--- src/rtl/multiplier_pkg.sv ---
`default_nettype none
// ============================================================================
// multiplier_pkg : shared FSM state type and chunk-count helpers
// Revision: 1.0
// ============================================================================
package multiplier_pkg;

   typedef enum logic [1:0] {
      IDLE = 2'd0,
      RUN  = 2'd1,
      DONE = 2'd2
   } state_t;

   function automatic int calc_nch(input int width, input int chunk);
      return width / chunk;
   endfunction

   // Counter width never collapses to zero bits, even for a single chunk
   function automatic int calc_cw(input int nch);
      return (nch > 1) ? $clog2(nch) : 1;
   endfunction

   function automatic bit params_legal(input int width, input int chunk);
      return (chunk >= 1) && (chunk <= width) && ((width % chunk) == 0);
   endfunction

endpackage
`default_nettype wire

--- src/rtl/seq_chunk_adder_if.sv ---
`default_nettype none
// ============================================================================
// seq_chunk_adder_if : operand/result handshake bundle of seq_chunk_adder
// Revision: 1.0
// ============================================================================
interface seq_chunk_adder_if #(
   parameter int WIDTH = 32
);
   logic             in_valid;
   logic             in_ready;
   logic [WIDTH-1:0] a;
   logic [WIDTH-1:0] b;
   logic             cin;
   logic             sub;
   logic             out_valid;
   logic             out_ready;
   logic [WIDTH-1:0] sum;
   logic             cout;
   logic             overflow;

   modport master (
      output in_valid, a, b, cin, sub, out_ready,
      input  in_ready, out_valid, sum, cout, overflow
   );

   modport slave (
      input  in_valid, a, b, cin, sub, out_ready,
      output in_ready, out_valid, sum, cout, overflow
   );
endinterface
`default_nettype wire

--- src/rtl/chunk_adder.sv ---
`default_nettype none
// ============================================================================
// chunk_adder : combinational CHUNK-bit ripple slice of full-adder cells
// Revision: 1.0
// ============================================================================
module chunk_adder #(
   parameter int CHUNK = 8
) (
   input  logic [CHUNK-1:0] a,
   input  logic [CHUNK-1:0] b,
   input  logic             cin,
   output logic [CHUNK-1:0] s,
   output logic             cout,
   output logic             c_msb
);
   logic [CHUNK:0] w_c;

   assign w_c[0] = cin;

   for (genvar i = 0; i < CHUNK; i++) begin : g_bit
      full_adder u_fa (
         .a    (a[i]),
         .b    (b[i]),
         .cin  (w_c[i]),
         .s    (s[i]),
         .cout (w_c[i+1])
      );
   end

   assign cout  = w_c[CHUNK];
   // Carry into the top bit feeds the signed-overflow detection
   assign c_msb = w_c[CHUNK-1];
endmodule
`default_nettype wire

--- src/rtl/full_adder.sv ---
`default_nettype none
// ============================================================================
// full_adder : single-bit full-adder cell
// Revision: 1.0
// ============================================================================
module full_adder (
   input  logic a,
   input  logic b,
   input  logic cin,
   output logic s,
   output logic cout
);
   assign s    = a ^ b ^ cin;
   assign cout = (a & b) | (a & cin) | (b & cin);
endmodule
`default_nettype wire

--- src/rtl/seq_chunk_adder.sv ---
`default_nettype none
// ============================================================================
// seq_chunk_adder : multi-cycle add/subtract, one CHUNK-bit slice per cycle
// Revision: 1.0
// ============================================================================
module seq_chunk_adder
   import multiplier_pkg::*;
#(
   parameter int WIDTH = 32,
   parameter int CHUNK = 8
) (
   input  logic              clk,
   input  logic              rst,
   seq_chunk_adder_if.slave  bus
);
   localparam int            NCH      = calc_nch(WIDTH, CHUNK);
   localparam int            CW       = calc_cw(NCH);
   localparam logic [CW-1:0] LAST_IDX = CW'(NCH - 1);

   if (!params_legal(WIDTH, CHUNK)) begin : g_param_check
      $error("seq_chunk_adder: WIDTH must be a positive multiple of CHUNK");
   end

   state_t           r_state;
   state_t           w_state_next;
   logic [CW-1:0]    r_idx;
   logic [WIDTH-1:0] r_a;
   logic [WIDTH-1:0] r_b;
   logic [WIDTH-1:0] r_sum;
   logic             r_carry;
   logic             r_cout;
   logic             r_ovf;
   logic [CHUNK-1:0] w_a_chunk;
   logic [CHUNK-1:0] w_b_chunk;
   logic [CHUNK-1:0] w_s_chunk;
   logic             w_slice_cout;
   logic             w_slice_cmsb;
   logic             w_last;

   assign w_last = (r_idx == LAST_IDX);

   always_comb begin
      w_a_chunk = '0;
      w_b_chunk = '0;
      for (int k = 0; k < NCH; k++) begin
         if (r_idx == CW'(k)) begin
            w_a_chunk = r_a[k*CHUNK +: CHUNK];
            w_b_chunk = r_b[k*CHUNK +: CHUNK];
         end
      end
   end

   chunk_adder #(.CHUNK(CHUNK)) u_slice (
      .a     (w_a_chunk),
      .b     (w_b_chunk),
      .cin   (r_carry),
      .s     (w_s_chunk),
      .cout  (w_slice_cout),
      .c_msb (w_slice_cmsb)
   );

   always_ff @(posedge clk or posedge rst) begin
      if (rst) begin
         r_state <= IDLE;
      end else begin
         r_state <= w_state_next;
      end
   end

   always_comb begin
      w_state_next  = r_state;
      bus.in_ready  = 1'b0;
      bus.out_valid = 1'b0;
      unique case (r_state)
         IDLE: begin
            bus.in_ready = 1'b1;
            if (bus.in_valid) w_state_next = RUN;
         end
         RUN: begin
            if (w_last) w_state_next = DONE;
         end
         DONE: begin
            bus.out_valid = 1'b1;
            if (bus.out_ready) w_state_next = IDLE;
         end
         default: w_state_next = IDLE;
      endcase
   end

   // Subtraction is folded in at accept time: A + ~B + ~cin
   always_ff @(posedge clk or posedge rst) begin
      if (rst) begin
         r_idx   <= '0;
         r_a     <= '0;
         r_b     <= '0;
         r_sum   <= '0;
         r_carry <= 1'b0;
         r_cout  <= 1'b0;
         r_ovf   <= 1'b0;
      end else begin
         unique case (r_state)
            IDLE: begin
               if (bus.in_valid) begin
                  r_a     <= bus.a;
                  r_b     <= bus.sub ? ~bus.b : bus.b;
                  r_carry <= bus.cin ^ bus.sub;
                  r_idx   <= '0;
               end
            end
            RUN: begin
               for (int k = 0; k < NCH; k++) begin
                  if (r_idx == CW'(k)) r_sum[k*CHUNK +: CHUNK] <= w_s_chunk;
               end
               r_carry <= w_slice_cout;
               r_idx   <= w_last ? '0 : r_idx + 1'b1;
               if (w_last) begin
                  r_cout <= w_slice_cout;
                  r_ovf  <= w_slice_cmsb ^ w_slice_cout;
               end
            end
            default: ;
         endcase
      end
   end

   assign bus.sum      = r_sum;
   assign bus.cout     = r_cout;
   assign bus.overflow = r_ovf;
endmodule
`default_nettype wire

--- src/flat_wrapper.sv ---
// flat-port wrapper written by rule: the top's interface ports become plain ports
module seq_chunk_adder_flat import multiplier_pkg::*;
#(
   parameter int WIDTH = 32,
   parameter int CHUNK = 8
)
  (clk, rst, bus_in_valid, bus_a, bus_b, bus_cin, bus_sub, bus_out_ready, bus_in_ready, bus_out_valid, bus_sum, bus_cout, bus_overflow);
  seq_chunk_adder_if #(.WIDTH(WIDTH)) bus_i ();
  input  logic clk;
  input  logic rst;
  input wire logic [$bits(bus_i.in_valid)-1:0] bus_in_valid;
  input wire logic [$bits(bus_i.a)-1:0] bus_a;
  input wire logic [$bits(bus_i.b)-1:0] bus_b;
  input wire logic [$bits(bus_i.cin)-1:0] bus_cin;
  input wire logic [$bits(bus_i.sub)-1:0] bus_sub;
  input wire logic [$bits(bus_i.out_ready)-1:0] bus_out_ready;
  output wire logic [$bits(bus_i.in_ready)-1:0] bus_in_ready;
  output wire logic [$bits(bus_i.out_valid)-1:0] bus_out_valid;
  output wire logic [$bits(bus_i.sum)-1:0] bus_sum;
  output wire logic [$bits(bus_i.cout)-1:0] bus_cout;
  output wire logic [$bits(bus_i.overflow)-1:0] bus_overflow;
  assign bus_i.in_valid = bus_in_valid;
  assign bus_i.a = bus_a;
  assign bus_i.b = bus_b;
  assign bus_i.cin = bus_cin;
  assign bus_i.sub = bus_sub;
  assign bus_i.out_ready = bus_out_ready;
  assign bus_in_ready = bus_i.in_ready;
  assign bus_out_valid = bus_i.out_valid;
  assign bus_sum = bus_i.sum;
  assign bus_cout = bus_i.cout;
  assign bus_overflow = bus_i.overflow;
  seq_chunk_adder #(.WIDTH(WIDTH), .CHUNK(CHUNK)) u_core (.clk(clk), .rst(rst), .bus(bus_i));
endmodule
--- config.mk ---
export PLATFORM = sky130hd
export DESIGN_NAME = seq_chunk_adder_flat
export DESIGN_NICKNAME = d
export VERILOG_FILES = /design/src/rtl/multiplier_pkg.sv /design/src/rtl/seq_chunk_adder_if.sv /design/src/rtl/chunk_adder.sv /design/src/rtl/full_adder.sv /design/src/rtl/seq_chunk_adder.sv /design/src/flat_wrapper.sv
export SDC_FILE = /design/constraint.sdc
export NUM_CORES = 1
export LEC_CHECK = 0
export ABC_AREA = 1
export BUFFER_PORTS_ARGS = -buffer_cell sky130_fd_sc_hd__buf_2
export CORE_UTILIZATION = 35
export CTS_CLUSTER_SIZE = 10
export DETAILED_ROUTE_END_ITERATION = 8
export GPL_ROUTABILITY_DRIVEN = 0
export SYNTH_ARGS = -nofsm -noshare
export SYNTH_HDL_FRONTEND = slang
export SYNTH_SLANG_ARGS = --single-unit
export TNS_END_PERCENT = 10
--- constraint.sdc ---
create_clock -name clk -period 5.2 [get_ports clk]
set_input_delay 0.78 -clock clk [delete_from_list [all_inputs] [get_ports clk]]
set_output_delay 0.78 -clock clk [all_outputs]
set_load 0.01 [all_outputs]
==> run summary <==
Pins Over Slew Limit: 0
number of global-route vias before repair: 3,900
area taken by multi-input logic gates: 2060 um^2
fin worst setup slack: 0.326 ns
hold-fix buffers at CTS: 0
FF+latch count, synth: 103
Max Fanout on Critical Path: 9
outcome: completed
final hold slack: 0.476 ns
Die ar.: 14,600 um^2
final WL: 11.8 mm
period utilization: 93.7%
most area-hungry cell type in the Yosys netlist: dfrtp_1
DP Worst Slack: 0.250 ns
Residual DRC: 0
share of cells above drive strength 1: 21.1%
Required @ worst endpoint: 5.46 ns
Fin. Hold Viols: 0
clock transition at the registers of the reported paths: 0.07 ns
GRT Residual Overflow: 0
commonest non-fill, non-tap cell in the layout: nand2_1
sinks on the clock net: 103
VDD IR max: 0.000253 V
cell area after synthesis: 4950 um^2
total track usage: 17.4%
# diodes: 0
RSZ-0062 raised after global routing: false
fmax: 205 MHz
Worst slew margin: 40.3%
Clock Tree Buf Depth: 2
post-detail-place hpwl: 9.00 mm
HP Class: input pin to asynchronous set/reset pin
crit path time final: 4.87 ns
Overall Power: 4010 uW
Ys Warns: 0
Avg Inst Size Synth: 8.63 um^2
final-layout fill cell count: 1,415
# rows: 43
Setup crit end kind: register
Post CTS Setup Buffer Count: 0
Die Wd: 121 um
CP arrival: 5.13 ns
detailed-route wire length per cell: 13.9 um
PostCTS Resize Cnt: 0
via count: 3,945
pwr dens: 686 nW/um^2
ys async rst share: 100%
Synth Flop Type: dfrtp_1
Detail Route Antenna Nets: 0
most frequent cells in the layout: 229 x nand2_1, 105 x buf_2, 103 x dfrtp_1
core area: 13,800 um^2
TritonCTS Buffers: 9
Post-Synthesis Cells: 574
H-Tree Depth: 3
area grow syn2layout: 18.2%
Leak: 0.00302 uW
Boundary Pins: 106
Yosys cell types: 25
final setup TNS: 0 ns
Initial Utilization: 35.8%
TritonCTS clock tree: yes
Reg area: 2580 um^2
reg2reg path depth: 18
Slew @ Worst Pin: 0.895 ns
Synth area leaders: dfrtp_1 52%, nand2_1 17%, xnor2_1 5.7%
Nets: 749
Root Buffer Master: clkbuf_16
first-pass GRT wire length: 19.5 mm
First DRT Iteration DRCs: 253
IO buf count: 105
DIE HEIGHT: 121 um
critical path startpoint category: register
skew final: 0.00712 ns
worst-skew pair later-pin latency: 0.34 ns
post-synth top area share: 52.0%
syn_nets: 656
DR pass1 iterations: 5
final setup fails: 0
initial antenna violation count: 0
sequential share of the synthesized area: 52.0%
WS Path Type: register to register
DR vias/cell: 4.63
largest net degree at the start of global routing: 96
number of synthesized flops with an enable pin: 0
Max Cap Viol: 0
[synthesized netlist by cell type (2+ instances only)]
library cell    n
nand2_1       229
ha_1            4
fa_1            8
inv_1          23
a21oi_1        21
nand2_2         4
buf_2          13
clkbuf_1        3
or2_2           3
nand3_1        10
buf_4           7
dfrtp_1       103
nor2_2          2
a21boi_0        2
xnor2_1        32
nor2_1         24
xor2_1          2
o21ai_0        42
o21ai_1        29
buf_6           8
[per-stage QoR]
step           util [%]  cell area (um^2)  cells
2_1_floorplan         -              4950    574
3_3_place_gp       40.1              5550    836
3_5_place_dp       40.1              5550    836
4_1_cts            42.3              5850    852
5_1_grt            42.3              5850    852
6_report           42.3              5850    852
[path summary, 6_finish.rpt]
| check | from | to | slack, ns |
|---|---|---|---|
| worst max-delay path | u_core.r_idx[0] | u_core.bus.sum[15] | 0.33 |
| worst min-delay path | rst | u_core.bus.sum[9] | 0.48 |
| worst max register to register | u_core.r_idx[0] | u_core.bus.sum[15] | 0.33 |
| worst min register to register | u_core.bus.overflow | u_core.bus.overflow | 0.48 |
| max in group asynchronous | rst | u_core.r_b[5] | 3.57 |
| min in group clk | u_core.bus.overflow | u_core.bus.overflow | 0.48 |
[worst max-delay path, cell delays in order (launching register included)]
cell      delay [ns]
dfrtp_1         0.43
inv_1           0.10
ha_1            0.17
buf_4           0.17
inv_1           0.15
nor2_1          0.12
nor2_1          0.05
a21boi_1        0.24
fa_1            0.22
inv_1           0.05
fa_1            0.37
fa_1            0.39
fa_1            0.39
fa_1            0.39
fa_1            0.39
fa_1            0.42
inv_1           0.09
fa_1            0.45
o21ai_0         0.20
[cells by family (layout without fill, tap and decap cells)]
logic type / count (synthesis) / in the layout / synth area share, %
XOR/XNOR: 34 / 34 / 6.01
buffers and inverters: 57 / 155 / 6.44
flip-flops: 103 / 103 / 52.0
adder cells (fa/ha/maj): 12 / 12 / 4.24
AO/OA/AOI/OAI: 95 / 95 / 9.75
AND/OR/NAND/NOR: 273 / 273 / 21.5
[where the power goes]
group          switching [uW]  internal (uW)
clock network             301            379
logic                    1230            668
registers                 251           1180
total                    1780           2230
[per-layer routing]
| metal | global-route usage [%] | share of wire (%) |
|---|---|---|
| met2 | 26.5 | 43 |
| met1 | 24.7 | 49 |
| met5 | 0 | 0 |
| met3 | 3.29 | 5.3 |
| met4 | 5.71 | 2.0 |
[cell type report]
cell class | count | share of cell area, %
Sequential cell | 103 | 44.0
Multi-Input combinational cell | 414 | 35.2
Timing Repair Buffer | 113 | 10.0
Clock buffer | 9 | 3.85
Tap cell | 180 | 3.85
Inverter | 26 | 1.75
Clock inverter | 7 | 1.37
[state kept, by name, indices dropped and copies added, names as in the netlist]
signal	flops
u_core.r_b	32
u_core.bus.sum	32
u_core.r_a	32
u_core.r_carry	1
u_core.bus.cout	1
u_core.bus.overflow	1
u_core.r_idx	2
u_core.r_state	2
(Power assumes the default switching activity.)
